### src/rtl/winograd_tile_scheduler_if.sv
// Scheduler-side bundle: frame config, memory read port, transform-unit handshake
// and downstream tile output.
interface winograd_tile_scheduler_if #(
    parameter int DATA_W = 16,
    parameter int ADDR_W = 16
);
    logic                                start;
    logic [ADDR_W-1:0]                   base_addr;
    logic [ADDR_W-1:0]                   row_stride;
    logic [5:0]                          tiles_h;
    logic [5:0]                          tiles_w;
    logic                                mem_rd_en;
    logic [ADDR_W-1:0]                   mem_rd_addr;
    logic [DATA_W-1:0]                   mem_rd_data;
    logic [0:5][0:5][DATA_W-1:0]         tile_buf;
    logic                                ttu_start;
    logic                                ttu_done;
    logic                                out_valid;
    logic                                out_ready;
    logic [5:0]                          tile_row;
    logic [5:0]                          tile_col;
    logic                                busy;
    logic                                done;

    modport master (
        input  start, base_addr, row_stride, tiles_h, tiles_w, mem_rd_data, ttu_done, out_ready,
        output mem_rd_en, mem_rd_addr, tile_buf, ttu_start, out_valid, tile_row, tile_col, busy, done
    );

    modport slave (
        output start, base_addr, row_stride, tiles_h, tiles_w, mem_rd_data, ttu_done, out_ready,
        input  mem_rd_en, mem_rd_addr, tile_buf, ttu_start, out_valid, tile_row, tile_col, busy, done
    );
endinterface

### src/rtl/winograd_tile_scheduler.sv
// Walks a frame of overlapping 6x6 tiles (stride 4), fetches each into tile_buf,
// kicks the transform unit and hands the tile downstream.
module winograd_tile_scheduler #(
    parameter int DATA_W = 16,
    parameter int ADDR_W = 16
) (
    input  logic                      clk,
    input  logic                      rst_n,
    winograd_tile_scheduler_if.master bus
);
    typedef enum logic [2:0] {IDLE, FETCH, DRAIN, XFORM, WAIT, OUTPUT, FIN} state_t;

    state_t                      state, state_d;
    logic [ADDR_W-1:0]           cfg_base, cfg_stride;
    logic [5:0]                  cfg_th, cfg_tw;
    logic [5:0]                  tile_row, tile_col;
    logic [2:0]                  fi, fj;
    logic                        rd_vld;
    logic [2:0]                  wi, wj;
    logic [0:5][0:5][DATA_W-1:0] tile_buf;
    logic                        rd_en, ttu_start, out_valid, busy, done;
    logic                        last_elem, last_col, last_row;
    logic [ADDR_W-1:0]           row_idx, rd_addr;

    assign last_elem = (fi == 3'd5) && (fj == 3'd5);
    assign last_col  = (tile_col == cfg_tw - 6'd1);
    assign last_row  = (tile_row == cfg_th - 6'd1);

    // Tiles advance by 4 in both directions, so neighbours share a 2-element border.
    assign row_idx = ADDR_W'({tile_row, 2'b00}) + ADDR_W'(fi);
    assign rd_addr = cfg_base + row_idx * cfg_stride + ADDR_W'({tile_col, 2'b00}) + ADDR_W'(fj);

    always_comb begin
        state_d   = state;
        rd_en     = 1'b0;
        ttu_start = 1'b0;
        out_valid = 1'b0;
        busy      = 1'b1;
        done      = 1'b0;
        case (state)
            IDLE: begin
                busy = 1'b0;
                if (bus.start)
                    state_d = (bus.tiles_h == 6'd0 || bus.tiles_w == 6'd0) ? FIN : FETCH;
            end
            FETCH: begin
                rd_en = 1'b1;
                if (last_elem) state_d = DRAIN;
            end
            DRAIN: state_d = XFORM;
            XFORM: begin
                ttu_start = 1'b1;
                state_d   = WAIT;
            end
            WAIT: if (bus.ttu_done) state_d = OUTPUT;
            OUTPUT: begin
                out_valid = 1'b1;
                if (bus.out_ready) state_d = (last_col && last_row) ? FIN : FETCH;
            end
            FIN: begin
                done    = 1'b1;
                state_d = IDLE;
            end
            default: state_d = IDLE;
        endcase
    end

    always_ff @(posedge clk or negedge rst_n) begin
        if (!rst_n) state <= IDLE;
        else        state <= state_d;
    end

    always_ff @(posedge clk or negedge rst_n) begin
        if (!rst_n) begin
            cfg_base   <= '0;
            cfg_stride <= '0;
            cfg_th     <= '0;
            cfg_tw     <= '0;
            tile_row   <= '0;
            tile_col   <= '0;
            fi         <= '0;
            fj         <= '0;
            rd_vld     <= 1'b0;
            wi         <= '0;
            wj         <= '0;
            tile_buf   <= '0;
        end else begin
            if (state == IDLE && bus.start) begin
                cfg_base   <= bus.base_addr;
                cfg_stride <= bus.row_stride;
                cfg_th     <= bus.tiles_h;
                cfg_tw     <= bus.tiles_w;
                tile_row   <= '0;
                tile_col   <= '0;
            end
            // Read data lags the strobe by one cycle; remember where it lands.
            rd_vld <= rd_en;
            wi     <= fi;
            wj     <= fj;
            if (rd_en) begin
                if (fj == 3'd5) begin
                    fj <= '0;
                    fi <= (fi == 3'd5) ? 3'd0 : fi + 3'd1;
                end else begin
                    fj <= fj + 3'd1;
                end
            end
            if (rd_vld) tile_buf[wi][wj] <= bus.mem_rd_data;
            if (state == OUTPUT && bus.out_ready) begin
                if (last_col) begin
                    tile_col <= '0;
                    tile_row <= last_row ? 6'd0 : tile_row + 6'd1;
                end else begin
                    tile_col <= tile_col + 6'd1;
                end
            end
        end
    end

    assign bus.mem_rd_en   = rd_en;
    assign bus.mem_rd_addr = rd_en ? rd_addr : '0;
    assign bus.tile_buf    = tile_buf;
    assign bus.ttu_start   = ttu_start;
    assign bus.out_valid   = out_valid;
    assign bus.tile_row    = tile_row;
    assign bus.tile_col    = tile_col;
    assign bus.busy        = busy;
    assign bus.done        = done;
endmodule
### src/flat_wrapper.sv
// flat-port wrapper written by rule: the top's interface ports become plain ports
module winograd_tile_scheduler_flat 
#(
    parameter int DATA_W = 16,
    parameter int ADDR_W = 16
)
  (clk, rst_n, bus_start, bus_base_addr, bus_row_stride, bus_tiles_h, bus_tiles_w, bus_mem_rd_data, bus_ttu_done, bus_out_ready, bus_mem_rd_en, bus_mem_rd_addr, bus_tile_buf, bus_ttu_start, bus_out_valid, bus_tile_row, bus_tile_col, bus_busy, bus_done);
  winograd_tile_scheduler_if #(.DATA_W(DATA_W), .ADDR_W(ADDR_W)) bus_i ();
  input  logic clk;
  input  logic rst_n;
  input wire logic [$bits(bus_i.start)-1:0] bus_start;
  input wire logic [$bits(bus_i.base_addr)-1:0] bus_base_addr;
  input wire logic [$bits(bus_i.row_stride)-1:0] bus_row_stride;
  input wire logic [$bits(bus_i.tiles_h)-1:0] bus_tiles_h;
  input wire logic [$bits(bus_i.tiles_w)-1:0] bus_tiles_w;
  input wire logic [$bits(bus_i.mem_rd_data)-1:0] bus_mem_rd_data;
  input wire logic [$bits(bus_i.ttu_done)-1:0] bus_ttu_done;
  input wire logic [$bits(bus_i.out_ready)-1:0] bus_out_ready;
  output wire logic [$bits(bus_i.mem_rd_en)-1:0] bus_mem_rd_en;
  output wire logic [$bits(bus_i.mem_rd_addr)-1:0] bus_mem_rd_addr;
  output wire logic [$bits(bus_i.tile_buf)-1:0] bus_tile_buf;
  output wire logic [$bits(bus_i.ttu_start)-1:0] bus_ttu_start;
  output wire logic [$bits(bus_i.out_valid)-1:0] bus_out_valid;
  output wire logic [$bits(bus_i.tile_row)-1:0] bus_tile_row;
  output wire logic [$bits(bus_i.tile_col)-1:0] bus_tile_col;
  output wire logic [$bits(bus_i.busy)-1:0] bus_busy;
  output wire logic [$bits(bus_i.done)-1:0] bus_done;
  assign bus_i.start = bus_start;
  assign bus_i.base_addr = bus_base_addr;
  assign bus_i.row_stride = bus_row_stride;
  assign bus_i.tiles_h = bus_tiles_h;
  assign bus_i.tiles_w = bus_tiles_w;
  assign bus_i.mem_rd_data = bus_mem_rd_data;
  assign bus_i.ttu_done = bus_ttu_done;
  assign bus_i.out_ready = bus_out_ready;
  assign bus_mem_rd_en = bus_i.mem_rd_en;
  assign bus_mem_rd_addr = bus_i.mem_rd_addr;
  assign bus_tile_buf = bus_i.tile_buf;
  assign bus_ttu_start = bus_i.ttu_start;
  assign bus_out_valid = bus_i.out_valid;
  assign bus_tile_row = bus_i.tile_row;
  assign bus_tile_col = bus_i.tile_col;
  assign bus_busy = bus_i.busy;
  assign bus_done = bus_i.done;
  winograd_tile_scheduler #(.DATA_W(DATA_W), .ADDR_W(ADDR_W)) u_core (.clk(clk), .rst_n(rst_n), .bus(bus_i));
endmodule
### config.mk
export PLATFORM = sky130hd
export DESIGN_NAME = winograd_tile_scheduler_flat
export DESIGN_NICKNAME = d
export VERILOG_FILES = /design/src/rtl/winograd_tile_scheduler_if.sv /design/src/rtl/winograd_tile_scheduler.sv /design/src/flat_wrapper.sv
export SDC_FILE = /design/constraint.sdc
export NUM_CORES = 1
export LEC_CHECK = 0
export ABC_AREA = 1
export CAP_MARGIN = 15
export CELL_PAD_IN_SITES_DETAIL_PLACEMENT = 1
export CELL_PAD_IN_SITES_GLOBAL_PLACEMENT = 1
export CORE_UTILIZATION = 30
export DETAILED_ROUTE_END_ITERATION = 8
export MAX_ROUTING_LAYER = met4
export PLACE_DENSITY_LB_ADDON = 0.1
export SETUP_SLACK_MARGIN = 0.4
export SLEW_MARGIN = 20
export SYNTH_ARGS = -nofsm -noshare
export SYNTH_HDL_FRONTEND = slang
export SYNTH_SLANG_ARGS = --single-unit
### constraint.sdc
create_clock -name clk -period 15.18 [get_ports clk]
set_input_delay 4.554 -clock clk [delete_from_list [all_inputs] [get_ports clk]]
set_output_delay 4.554 -clock clk [all_outputs]
set_load 0.01 [all_outputs]
==> results.py, run 1 <==
metrics = {
    "status": {
        "outcome": "completed",
    },
    "cells_and_area": {
        "drive_gt1_frac": 0.0609,
        "fillers": 10317,
        "nNetsFinal": 3680,
        "area_delta_synth_final_pct": 37.7,
    },
    "worst_setup_path": {
        "cpLargestDelayFamily": "adder cells",
        "cpMostUsedCell": "fa_1",
        "critPathRequiredTime_ns": 10.63,
        "worst_setup_path_end_kind": "output pin",
        "worst-path-buf-inv": 4,
        "cp_cell_sequence": "ha_1 -> ha_1 -> nand2_2 -> inv_1 -> nand2_1 -> nand2_1 -> nor2_1 -> fa_1 -> fa_1 -> fa_1 -> fa_1 -> inv_1 -> fa_1 -> inv_1 -> ha_1 -> nand2_1 -> nor3_1 -> o21ai_0 -> nand3_1 -> nand2_1 -> o21bai_1 -> a21oi_1 -> nor2_1 -> clkdlybuf4s50_1",
        "crit_fanout": 8,
        "crit_type": "register to output pin",
        "critical_path.max_stage_delay_ns": 0.60,
        "slowest_stage": "clkdlybuf4s50_1",
        "start_kind": "register",
        "critPathArrivalTime_ns": 7.23,
    },
    "flow_run": {
        "drv_cap": 0,
    },
    "die": {
        "core_mm2": 0.0917,
        "die_w_um": 306,
        "dieArea_mm2": 0.0937,
        "dieHeight_um": 306,
        "start_util": 0.303,
        "rows": 111,
        "io_pins": 674,
    },
    "grt": {
        "grt.busiest_layer": "met2",
        "grt_max_degree": 140,
        "grt_first_pass_wirelength_um": 164000,
        "grt_use_met1": 0.289,
        "grt_pass1_vias": 23592,
        "grt_use_met3": 0.0404,
        "grt_use_met2": 0.421,
        "overflow": 0,
        "antenna_found_initial": 2,
        "grt_usage": 0.243,
    },
    "drt": {
        "routed_via_density": 4.76,
        "vias": 22509,
        "wire_per_inst_um": 23.3,
        "drt_iter0_drc": 1329,
        "drc": 0,
        "antenna_left": 0,
        "firstDrtPassIters": 5,
        "routed_wl_um": 110000,
    },
    "sta": {
        "period_share": 0.776,
        "setup_viol": 0,
        "fin_worst_skew_ns": 0.0254,
        "worst_pin_slew_ns": 1.14,
        "slew_violations": 0,
        "post-route-min-period_ns": 11.78,
        "fin_ws_ns": 3.40,
        "hold_viol": 0,
        "rsz0062_at_grt": "false",
        "slew_headroom": 0.242,
        "setup-tns-final_ns": 0,
        "max_freq_mhz": 84.9,
    },
    "min_path": {
        "hp-class": "register to register",
    },
    "logic_synthesis": {
        "async_reset_ff_frac": 1.00,
        "avgSynthCellArea_um2": 9.64,
        "syn_area_mm2": 0.0277,
        "ys_ff_latch": 648,
        "synth_edf_count": 0,
        "synth_nets": 3075,
        "synth_top_cell_area_share": 0.585,
        "synth.most_common_cell": "nand2_1",
        "yosysSeqAreaShare": 0.585,
        "synthDistinctLibCells": 36,
        "synth_ff_type": "dfrtp_1",
        "synth.largest_area_cell": "dfrtp_1",
        "synth_commonest_cells": "nand2_1, dfrtp_1, o21ai_0, inv_1, clkbuf_1",
        "yosysWarnings": 0,
        "synthCells": 2878,
        "netlist_top_cells_area": "dfrtp_1, o21ai_0, nand2_1",
    },
    "clock_tree": {
        "cts_inserted_buffers": 77,
        "clock_sinks": 648,
        "ctsResizeCount": 0,
        "clock_path_buffers": 3,
        "clock_latency_ns": 0.65,
        "cts.clk_slew.worst_paths_ns": 0.06,
        "hold_buffers": 0,
        "cts_tree": "built",
        "cts_root_buf": "clkbuf_16",
        "htreeDepth": 3,
        "cts_setup_buffers": 0,
    },
    "power_and_ir_drop": {
        "ir_worst_vdd_mv": 0.163,
        "total_power_w": 0.0108,
        "leakage_nw": 18.3,
        "pwr_density_cell_mw_per_mm2": 282,
    },
    "placed_design": {
        "dp_hpwl_um": 77300,
        "post-place-ws_ns": 4.00,
        "port_buffers": 673,
        "routabilityCongestion": 0.835,
    },
}
==> cells in the final DEF, fill, tap and decap left out, types with 17 or more instances in the layout <==
cell             instances
nand2_1                775
nor2_1                  98
fa_1                    87
ha_1                    45
clkdlybuf4s50_1        672
clkbuf_16               80
clkbuf_8                21
buf_4                   24
dfrtp_1                648
nand3_1                 36
inv_1                  240
o21ai_0                604
inv_2                   20
clkinv_2                17
a21oi_1                 46
mux2_2                  20
==> flip-flops by register name, summed over array words and instances (netlist names) <==
signal,cells
u_core.fi,3
u_core.wj,3
u_core.fj,3
u_core.state,3
u_core.cfg_tw,6
u_core.wi,3
u_core.cfg_stride,16
u_core.cfg_base,16
u_core.cfg_th,6
u_core.bus.tile_buf,576
u_core.rd_vld,1
u_core.bus.tile_row,6
u_core.bus.tile_col,6
==> power breakdown <==
part           switching, W  total (W)  internal [W]
clock network      0.000768    0.00195       0.00119
logic               0.00331    0.00590       0.00259
registers          0.000482    0.00293       0.00245
==> per-layer routing <==
layer	vias up	wire length, µm	share of wire
li1	10390	-	-
met1	11483	46400	0.42
met2	499	56600	0.51
met3	137	4350	0.039
met4	0	3070	0.028
met5	-	0	0
==> final timing paths <==
| check | startpoint | to | slack [ns] | cells past startpoint |
|---|---|---|---|---|
| worst min-delay path | u_core.fj[2] | u_core.wj[2] | 0.42 | 0 |
| worst max-delay path | u_core.bus.tile_row[0] | bus_mem_rd_addr[15] | 3.40 | 24 |
| worst min register to register | u_core.fj[2] | u_core.wj[2] | 0.42 | 0 |
| min in group asynchronous | rst_n | u_core.bus.tile_buf[53] | 3.89 | 1 |
| max in group asynchronous | rst_n | u_core.bus.tile_buf[189] | 8.98 | 3 |
| worst max register to register | u_core.wi[2] | u_core.bus.tile_buf[239] | 12.35 | 3 |
==> through the flow <==
step	instance area (µm²)	cells	hold slack (ns)	utilization
after floorplan	27700	2878	0.349	-
after global routing	38200	4731	0.440	0.417
after detailed placement	35500	4590	0.411	0.387
after global placement	35500	4590	0.393	0.387
after CTS	38200	4730	0.424	0.417
final	38200	4733	0.420	0.417
==> kinds of logic after synthesis <==
kind of cell,Yosys count,synth area share
AOI/OAI and AO/OA,668,0.122
xor gates and xnor gates,29,0.00916
adders and majority gates,132,0.0831
buffers and inverters,433,0.0599
DFF,648,0.585
muxes,20,0.00812
and+or+nand+nor,948,0.133
==> layout make-up <==
cell class              instances  area, µm²  share of cell area
inverters                     260        976              0.0255
clock inverters                28        357             0.00933
clock buffers                 112       2330              0.0610
well taps                    1186       1480              0.0388
flip-flops and latches        648      16200               0.424
multi-input cells            1797       9880               0.259
diodes                          3       7.51            0.000196
repair buffers                699       6950               0.182
No activity file was read; power rests on OpenSTA's default activity.
==> inputs of run 2 (changes only) <==
==> constraint.sdc (replaced) <==
create_clock -name clk -period 10.9 [get_ports clk]
set_input_delay 3.27 -clock clk [delete_from_list [all_inputs] [get_ports clk]]
set_output_delay 3.27 -clock clk [all_outputs]
set_load 0.01 [all_outputs]
==> run 2 against run 1 <==
Effect of this change:
- wire length decreased by 0.63%
- combinational power up 39%
- flip-flop and latch count stayed put
- clock power rose by 31%
- cell count about the same
- utilization fell by 0.18 points
==> results.py, run 2 (same netlist as run 1, synthesis figures left out) <==
metrics = {
    "worst_setup_path": {
        "cp_cell_sequence": "ha_1 -> ha_1 -> nand2_2 -> inv_1 -> nand2_1 -> nand2_2 -> nor2_1 -> fa_1 -> fa_1 -> fa_1 -> fa_1 -> inv_1 -> fa_1 -> inv_1 -> ha_1 -> nand2_1 -> nor3_1 -> nand2_1 -> a21oi_1 -> o21ai_0 -> nand2_1 -> o21ai_0 -> a21oi_1 -> clkdlybuf4s50_1",
        "crit_fanout": 8,
        "slowest_stage": "clkdlybuf4s50_1",
        "critPathArrivalTime_ns": 6.83,
        "cpMostUsedCell": "fa_1",
        "r2r_slack_ns": 8.06,
        "regToRegEndpoint": "u_core.bus.tile_buf[206]",
        "reg2reg_depth": 3,
        "critPathRequiredTime_ns": 7.63,
        "rr_startpoint": "u_core.wi[2]",
        "cpLargestDelayFamily": "adder cells",
        "worst-path-buf-inv": 4,
        "crit_type": "register to output pin",
        "start_kind": "register",
        "critical_path.max_stage_delay_ns": 0.57,
        "worst_setup_path_end_kind": "output pin",
    },
    "drt": {
        "vias": 22518,
        "routed_via_density": 4.76,
        "routed_wl_um": 110000,
        "antenna_left": 0,
        "drt_iter0_drc": 1557,
        "drc": 0,
        "wire_per_inst_um": 23.2,
        "firstDrtPassIters": 5,
    },
    "cells_and_area": {
        "mostFrequentLayoutCell": "nand2_1",
        "fillers": 10330,
        "top_register": "u_core.bus.tile_buf",
        "reg.largest.list": "u_core.bus.tile_buf x576, u_core.cfg_base x16, u_core.cfg_stride x16",
        "fin_area_mm2": 0.0380,
        "final_cell_mix": "nand2_1, clkdlybuf4s50_1, dfrtp_1",
        "drive_gt1_frac": 0.0573,
        "ff_latch_area_mm2": 0.0162,
        "nNetsFinal": 3678,
        "area_delta_synth_final_pct": 37.1,
        "final_cells": 4735,
        "multi_input_area_mm2": 0.00990,
        "largest_register_ffs": 576,
        "finish.utilization": 0.415,
    },
    "power_and_ir_drop": {
        "leakage_nw": 18.2,
        "pwr_density_cell_mw_per_mm2": 390,
        "ir_worst_vdd_mv": 0.280,
    },
    "sta": {
        "period_share": 0.927,
        "post-route-min-period_ns": 10.10,
        "rsz0062_at_grt": "false",
        "fin_ws_ns": 0.796,
        "hold_viol": 0,
        "max_freq_mhz": 99.0,
        "fin_worst_skew_ns": 0.0119,
        "setup_viol": 0,
        "slew_headroom": 0.235,
        "setup-tns-final_ns": 0,
        "slew_violations": 0,
        "worst_pin_slew_ns": 1.15,
    },
    "clock_tree": {
        "cts.clk_slew.worst_paths_ns": 0.06,
        "htreeDepth": 3,
        "clock_latency_ns": 0.64,
        "hold_buffers": 0,
        "cts_inserted_buffers": 77,
        "cts_setup_buffers": 0,
        "clock_sinks": 648,
        "cts_root_buf": "clkbuf_16",
        "cts_tree": "built",
        "clock_path_buffers": 3,
    },
    "die": {
        "io_pins": 674,
        "rows": 111,
        "start_util": 0.303,
        "core_mm2": 0.0917,
        "die_w_um": 306,
        "dieHeight_um": 306,
        "dieArea_mm2": 0.0937,
    },
    "placed_design": {
        "place_area_mm2": 0.0355,
        "place_inst": 4588,
        "post-place-ws_ns": 1.01,
        "routabilityCongestion": 0.835,
        "dp_hpwl_um": 76700,
        "port_buffers": 673,
    },
    "grt": {
        "grt_usage": 0.241,
        "overflow": 0,
        "grt_pass1_vias": 23364,
        "antenna_found_initial": 5,
        "grt_first_pass_wirelength_um": 163000,
        "grt_max_degree": 157,
    },
    "min_path": {
        "hp-class": "register to register",
        "hold_end": "u_core.wj[2]",
        "hp-start": "u_core.fj[2]",
        "whs_path_depth": 0,
    },
    "status": {
        "outcome": "completed",
    },
    "flow_run": {
        "drv_cap": 0,
    },
}
[run 2: cell type report]
class | instances | share of cell area
clock buffer | 121 | 0.0600
inverter | 260 | 0.0257
clock inverter | 18 | 0.00503
timing repair buffer | 697 | 0.183
antenna | 8 | 0.000526
sequential | 648 | 0.426
tap | 1186 | 0.0390
multi-input combinational | 1797 | 0.260
[run 2: worst reg2reg max path, stage by stage (launching register included)]
cell	delay, ns
dfrtp_1	0.45
nor3_1	0.91
nand2_1	0.86
o21ai_0	0.50
[run 2: worst max-delay path by stage]
stage                            from             endpoint  slack (ns)  cells after the start
3_3_place_gp   u_core.bus.tile_row[0]  bus_mem_rd_addr[15]        1.23                     24
6_report       u_core.bus.tile_row[0]  bus_mem_rd_addr[12]        0.80                     24
2_1_floorplan  u_core.bus.tile_row[0]  bus_mem_rd_addr[15]        2.34                     23
4_1_cts        u_core.bus.tile_row[0]  bus_mem_rd_addr[15]        0.47                     24
5_1_grt        u_core.bus.tile_row[0]  bus_mem_rd_addr[12]        0.42                     24
3_5_place_dp   u_core.bus.tile_row[0]  bus_mem_rd_addr[15]        1.01                     24
[run 2: through the flow]
step / power [W] / hold slack, ns
after global placement: 0.0121 / 0.396
after global routing: 0.0161 / 0.458
after floorplan: 0.00823 / 0.349
after detailed placement: 0.0124 / 0.417
after CTS: 0.0150 / 0.437
final: 0.0148 / 0.432
[run 2: repair_timing]
item | 4_1_cts | 5_1_grt
setup endpoints to repair | 1 | 3
gates resized for setup | 2 | 4
gates cloned | 0 | 0
[run 2: layer usage]
layer	track usage	wire (µm)
met5	-	0
met4	0.0792	3290
met3	0.0386	5080
met2	0.415	56000
met1	0.288	45400
[run 2: report_power, final]
part           internal [W]  switching [W]
Sequential          0.00341       0.000676
Clock               0.00151        0.00104
Combinational       0.00361        0.00460
Total               0.00853        0.00631
